`config.mk`:
```
export PLATFORM = sky130hd
export DESIGN_NAME = mem_access
export DESIGN_NICKNAME = d
export VERILOG_FILES = /design/src/rtl/mem_access.sv
export SDC_FILE = /design/constraint.sdc
export NUM_CORES = 1
export LEC_CHECK = 0
export CORE_UTILIZATION = 42
export CTS_CLUSTER_SIZE = 16
export DETAILED_ROUTE_END_ITERATION = 12
export GPL_TIMING_DRIVEN = 1
export PLACE_DENSITY_LB_ADDON = 0.05
export SLEW_MARGIN = 0
export SYNTH_ARGS = -nofsm -noshare
export SYNTH_HDL_FRONTEND = slang
export SYNTH_SLANG_ARGS = --single-unit
```
`constraint.sdc`:
```
create_clock -name i_clk -period 2.7 [get_ports i_clk]
set_input_delay 0.54 -clock i_clk [delete_from_list [all_inputs] [get_ports i_clk]]
set_output_delay 0.54 -clock i_clk [all_outputs]
set_load 0.02 [all_outputs]
```
`src/rtl/mem_access.sv`:
```
// MEM-stage data-memory access controller: req/gnt + rvalid transactions, pipeline stall,
// store lane generation and raw load capture. Optional MISALIGN_TRAP_EN rejects misaligned accesses.
module mem_access #(
    parameter int TIMEOUT_CYC = 255
) (
    input  logic        i_clk,
    input  logic        i_rst_n,
    input  logic        i_valid,
    input  logic [5:0]  i_mnemonic,
    input  logic [31:0] i_ALUout,
    input  logic [31:0] i_rs2_data,
    output logic        o_stall,
    output logic        o_DM_req,
    input  logic        i_DM_gnt,
    output logic [31:0] o_DM_addr,
    output logic [3:0]  o_DM_WEB,
    output logic [31:0] o_DM_DI,
    input  logic [31:0] i_DM_DO,
    input  logic        i_DM_rvalid,
    output logic [31:0] o_ld_data,
    output logic        o_ld_valid,
    output logic        o_bus_err
);

    localparam logic [5:0] MN_LB  = 6'd10;
    localparam logic [5:0] MN_LH  = 6'd11;
    localparam logic [5:0] MN_LW  = 6'd12;
    localparam logic [5:0] MN_LBU = 6'd13;
    localparam logic [5:0] MN_LHU = 6'd14;
    localparam logic [5:0] MN_SB  = 6'd15;
    localparam logic [5:0] MN_SH  = 6'd16;
    localparam logic [5:0] MN_SW  = 6'd17;

    localparam int CW = (TIMEOUT_CYC > 1) ? $clog2(TIMEOUT_CYC + 1) : 1;
    localparam logic [CW-1:0] CNT_LAST = CW'(TIMEOUT_CYC - 1);

    typedef enum logic [1:0] {S_IDLE, S_REQ, S_WAIT, S_DONE} state_t;

    state_t         state;
    logic           ld_flag;
    logic [CW-1:0]  cnt;

    logic           is_mem;
    logic           is_load;
    logic [3:0]     web_n;
    logic [31:0]    di;
    logic           misalign;
    logic           start;
    logic           go;

    // NOTE: every always_comb output gets a default first so no path can infer a latch.
    always_comb begin
        is_mem  = 1'b0;
        is_load = 1'b0;
        web_n   = 4'hF;
        di      = i_rs2_data;
        case (i_mnemonic)
            MN_LB, MN_LBU, MN_LH, MN_LHU, MN_LW: begin
                is_mem  = 1'b1;
                is_load = 1'b1;
            end
            MN_SB: begin
                is_mem = 1'b1;
                web_n  = ~(4'b0001 << i_ALUout[1:0]);
                di     = {4{i_rs2_data[7:0]}};
            end
            MN_SH: begin
                is_mem = 1'b1;
                web_n  = i_ALUout[1] ? 4'b0011 : 4'b1100;
                di     = {2{i_rs2_data[15:0]}};
            end
            MN_SW: begin
                is_mem = 1'b1;
                web_n  = 4'b0000;
            end
            default: ;
        endcase
    end

`ifdef MISALIGN_TRAP_EN
    always_comb begin
        misalign = 1'b0;
        case (i_mnemonic)
            MN_LW, MN_SW:         misalign = |i_ALUout[1:0];
            MN_LH, MN_LHU, MN_SH: misalign = i_ALUout[0];
            default: ;
        endcase
    end
`else
    assign misalign = 1'b0;
`endif

    assign start   = (state == S_IDLE) && i_valid && is_mem;
    assign go      = start && !misalign;
    // Combinational so the pipeline freezes in the same cycle the access is first seen.
    assign o_stall = go || (state == S_REQ) || (state == S_WAIT);

    // NOTE: sequential state uses non-blocking assignments only, so all registers update together.
    always_ff @(posedge i_clk or negedge i_rst_n) begin
        if (!i_rst_n) begin
            state      <= S_IDLE;
            ld_flag    <= 1'b0;
            cnt        <= '0;
            o_DM_req   <= 1'b0;
            o_DM_addr  <= '0;
            o_DM_WEB   <= 4'hF;
            o_DM_DI    <= '0;
            o_ld_data  <= '0;
            o_ld_valid <= 1'b0;
            o_bus_err  <= 1'b0;
        end else begin
            o_ld_valid <= 1'b0;
            o_bus_err  <= 1'b0;
            case (state)
                S_IDLE: begin
                    if (start && misalign) begin
                        o_bus_err <= 1'b1;
                    end else if (go) begin
                        o_DM_addr <= {i_ALUout[31:2], 2'b00};
                        o_DM_WEB  <= web_n;
                        o_DM_DI   <= di;
                        ld_flag   <= is_load;
                        o_DM_req  <= 1'b1;
                        state     <= S_REQ;
                    end
                end
                S_REQ: begin
                    if (i_DM_gnt) begin
                        o_DM_req <= 1'b0;
                        o_DM_WEB <= 4'hF;
                        cnt      <= '0;
                        state    <= ld_flag ? S_WAIT : S_DONE;
                    end
                end
                S_WAIT: begin
                    if (i_DM_rvalid) begin
                        o_ld_data  <= i_DM_DO;
                        o_ld_valid <= 1'b1;
                        state      <= S_DONE;
                    end else if (TIMEOUT_CYC != 0 && cnt == CNT_LAST) begin
                        // Abandon the read: report zero data alongside the error pulse.
                        o_ld_data  <= '0;
                        o_ld_valid <= 1'b1;
                        o_bus_err  <= 1'b1;
                        state      <= S_DONE;
                    end else begin
                        cnt <= cnt + 1'b1;
                    end
                end
                S_DONE: state <= S_IDLE;
                default: state <= S_IDLE;
            endcase
        end
    end

endmodule

```
# After elaboration in Yosys (flattened, before gate mapping)
# Index checks and enable logic that the tools add are counted.
# totals
regBits,112
in_bits,107
out_inout_bits,104
word_cells,73
# op_classes
add_sub_neg,1
eq_ne,17
n_shift,1
n_mux,28
n_bitwise,1
reduce_logical,15
# op_table
operator,count
$mux W32,2
$pmux W32 S2,1
$eq A6 B4 Y1 const B,6
$mux W8,3
$pmux W8 S2,1
$eq A6 B5 Y1 const B,2
$mux W4,3
$pmux W4 S3,1
$mux W1,10
$add A8 B1 Y8 const B,1
$eq A8 B8 Y1 const B,1
$mux W2,4
$ne A2 B2 Y1 const B,4
$pmux W2 S4,1
$pmux W4 S2,1
$reduce_or A8 Y1,1
$reduce_and A3 Y1,2
$reduce_bool A2 Y1,3
$reduce_or A5 Y1,1
$eq A2 B2 Y1 const B,2
$not A4 Y4,1
$reduce_and A2 Y1,2
$reduce_and A4 Y1,1
$shl A1 B2 Y4 const A,1
other kinds (6),8

# Longest topological paths before layout
# logic_depth
word_depth,6
mapped_depth,8
ltp_nobuf,7

# Worst setup path before layout
# Ideal clock, no wire load.
# synth_path
path_kind,input port to output port
from,in i_mnemonic[1]
to,out o_stall
arrival_time_ps,1911
required_time_ps,2160
slack_ps,249
path_stages,6
path_buffers,2
path_cell_list,or4b_4 -> o21ai_4 -> nand3_2 -> buf_2 -> buf_2 -> nand2_1
# synth_via
elab_chain_cells,6
word_cells_on_any_way,13
cone_classes,eq/ne (8); mux (1); reduce/logical (4)
# synth_rtl
element,line,rtl
from (decl),9,"input logic [5:0] i_mnemonic,"
$eq A6 B5 Y1 / $eq A6 B4 Y1 (equally long branches),57,case (i_mnemonic)
$reduce_or A8 Y1 (no line) (*),--,
$mux W1 (*),57,
$logic_and A1 B1 Y1 (*),93,assign start = (state == S_IDLE) && i_valid && is_mem;
$logic_or A1 B1 Y1 (*) (2 in series),96,assign o_stall = go || (state == S_REQ) || (state == S_WAIT);
to (decl),12,"output logic o_stall,"
# Every way passes the cells marked *; elsewhere a longest branch is shown, timed or not.

# Final worst setup path
# Ends and elaborated chain as after synthesis.

==> results.md <==
- Post-route cell area: 0.007453 mm²
- Worst path cell trace: clkdlybuf4s50_1 > or4b_4 > o21ai_4 > nand3_4 > nand2_1 > clkbuf_2
- Status: finished, final reports clean
- RSZ-0062 raised after global routing: false
- Unique cell type count in the Yosys netlist: 45
- Avg Synthesized Cell Area: 12.45 µm²
- Layout net count: about 720
- Crit start category: input pin
- Number of synthesis warnings: 0
- Worst hold path type: in2async
- Via count: roughly 3.9k
- Total Wirelength: 12490 µm
- CP Class: in2out
- Iter 0 DRT Violations: about 150
- Yosys reg bits: 112
- Dpl cell area: 0.007123 mm²
- Final Max Tran Viols: 0
- GPL Wtd Cong: 0.8216
- Fmax: 393.1 MHz
- Fraction of layout cells with a size suffix above 1: under 10%
- Initial antenna violation count: 0
- Final setup viols: 0
- TritonCTS Buffers: 9
- Final period util: 94.23%
- Chip height: 109.0 µm
- Site row count: 38
- Global route overflow: 0
- Post-Syn Instances: slightly below 400
- Sequential share of the synthesized area: 58.42%
- First-pass GRT wire length: ~20000 µm
- Final Hold Viols: 0
- Clock sinks: 112
- Crit path DAT: 2000 ps
- CP required: 2160 ps
- Post-route ant nets: 0
- Diode count: 0
- Worst-Skew Late Latency: 340 ps
- CTS tree: done
- Worst setup EP type: primary output
- WL per Instance: 16.71 µm
- CTS max path bufs: 2
- Postcts setup bufs: 0
- I/O pin cnt: 211
- Clock transition at the registers of the reported paths: 70 ps
- Minimum clock period: approximately 2500 ps
- Clock Skew: 4.007 ps
- Port Buffers: 208
- Hpwl dp: 9099 µm
- Pin count of the biggest net entering global routing: between 70 and 80
- Starting Density: 43.76%
- Area contributors post-synth: dfrtp_1 (56%), mux2_1 (8.9%), a22o_1 (7.3%)
- DRC: 0
- DRT Pass-1 Iters: 4
- Layout area overhead: 55.09%
- Post-synth top area cell: dfrtp_1
- Core Area: roughly 0.011 mm²
- Total Die Area: 0.01187 mm²
- CTS Root Cell: clkbuf_16
- Mapped Area: 0.004806 mm²
- Crit path largest cell delay: 580 ps
- Vias per cell: 5.161
- Max-Cap Viols: 0
- Setup TNS: 0 ps
- Die W: 109.0 µm
- Pleak: 0.003304 µW
- Vias in the first global route: 3924
- Critical Path Slowest Stage Cell: or4b_4
- Hold Buf Count CTS: 0
- Slew margin rel.: 39.12%
- CTS H-Tree Depth: 3
- Power per cell area: 1022 mW/mm²
- CP max FO: 3
- Yosys top cell area share: 56.24%
- Tightest Pin Transition: between 900 and 1000 ps
- Peak supply drop: 0.0005761 V
- Total track usage: between 20% and 30%
-- timing repair --
action,CTS,global route
gates resized for setup,2,2
hold endpoints to repair,0,0
cloned,0,0
setup endpoints to repair,1,11
-- cells in the mapped netlist, drive strengths merged --
| cell | count |
|---|---|
| and3 | 3 |
| a31oi | 1 |
| nor3b | 3 |
| ha | 6 |
| nor2b | 1 |
| dfstp | 4 |
| a22oi | 1 |
| mux2i | 16 |
| nand3 | 12 |
| or4 | 1 |
| and2 | 3 |
| o21ai | 36 |
| nand2 | 32 |
| or4b | 1 |
| inv | 8 |
| and4 | 1 |
| o41ai | 1 |
| buf | 9 |
| conb | 1 |
| nor3 | 4 |
| dfrtp | 108 |
| clkbuf | 13 |
| nand4 | 1 |
| and2b | 1 |
| nand2b | 3 |
| mux2 | 43 |
| o31ai | 1 |
| or2 | 1 |
| or3 | 3 |
| a211oi | 2 |
| a21boi | 2 |
| nor2 | 11 |
| a22o | 40 |
| xor2 | 4 |
| a21oi | 9 |
-- layer usage --
layer | wire [µm] | GRT usage [%]
met2 | 6218 | 37.02
met1 | 5161 | 26.93
met3 | 972 | 6.934
met4 | 133 | 7.529
met5 | 0 | 0
-- final cells by class --
type	count	area [µm²]
Fill cell	880	3530
Sequential cell	112	2808
Timing Repair Buffer	226	2226
Multi-Input combinational cell	245	1883
Clock buffer	11	252.7
Tap cell	140	175.2
Clock inverter	5	78.83
Inverter	8	30.03
-- cell families after synthesis --
| group | after synthesis | synth area share (%) |
|---|---|---|
| adder cells (fa/ha/maj) | 6 | 1.562 |
| XOR/XNOR | 4 | 0.7289 |
| flip-flops | 112 | 58.42 |
| AND/OR/NAND/NOR | 81 | 8.931 |
| buffers and inverters | 30 | 2.812 |
| AO/OA/AOI/OAI | 93 | 14.06 |
| multiplexers | 59 | 13.41 |
| other | 1 | 0.07803 |
-- final timing paths --
check | start | to | slack [ps] | cells past startpoint
setup / recovery | i_mnemonic[1] | o_stall | 160 | 6
hold / removal | i_rst_n | o_DM_addr[5]$_DFFE_PN0P_ | 80 | 1
setup reg to reg | state[0]$_DFFE_PN0P_ | o_DM_addr[25]$_DFFE_PN0P_ | 610 | 6
hold reg to reg | o_DM_addr[17]$_DFFE_PN0P_ | o_DM_addr[17]$_DFFE_PN0P_ | 490 | 1
max in group asynchronous | i_rst_n | o_ld_data[14]$_DFFE_PN0P_ | 1990 | 2
min in group i_clk | o_DM_addr[17]$_DFFE_PN0P_ | o_DM_addr[17]$_DFFE_PN0P_ | 490 | 1
-- per-stage QoR --
step | hold WS (ps) | util, % | power, µW | worst slack [ps] | instances
floorplan | 244.4 | - | 4412 | 249.2 | 387
global placement | 442.7 | 64.86 | 6138 | -245.2 | 731
detailed placement | 445.4 | 64.86 | 6214 | -262.8 | 731
CTS | 70.65 | 67.87 | 7696 | 23.38 | 747
global route | 79.97 | 67.86 | 8065 | 102.6 | 747
finish | 75.07 | 67.86 | 7615 | 155.9 | 747
-- flip-flops by register name (all words and copies together), names as in the netlist --
name,count
o_DM_WEB,4
o_bus_err,1
o_DM_addr,30
o_ld_data,32
state,2
cnt,8
o_DM_DI,32
o_ld_valid,1
o_DM_req,1
ld_flag,1
-- placed cells by master, fill, tap and decap left out, types with 2 or more instances in the layout --
cell,n
dfrtp_1,108
ha_1,6
o21ai_0,10
nand3_1,11
or3_1,3
conb_1,2
bufinv_16,2
buf_4,17
xor2_1,4
dfstp_2,4
nor3b_1,2
clkdlybuf4s50_1,206
mux2i_1,16
and3_1,3
inv_1,8
mux2_1,38
mux2_2,5
nand2b_1,3
clkinv_2,2
clkbuf_8,2
a22o_1,40
a21oi_1,9
nand2_1,32
nor2_1,10
o21ai_1,24
and2_1,3
clkbuf_16,9
nor3_2,3
-- where the power goes --
part	switching, µW	internal, µW
Combinational	1690	1760
Sequential	357	2340
Clock	597	863
Total	2650	4970
-- critical path: cells and delay by family --
family	cells	cell delay (ps)
buffers and inverters	2	630
AO/OA/AOI/OAI	1	90
AND/OR/NAND/NOR	3	740
Note: power is estimated with default switching activity, not from simulation.
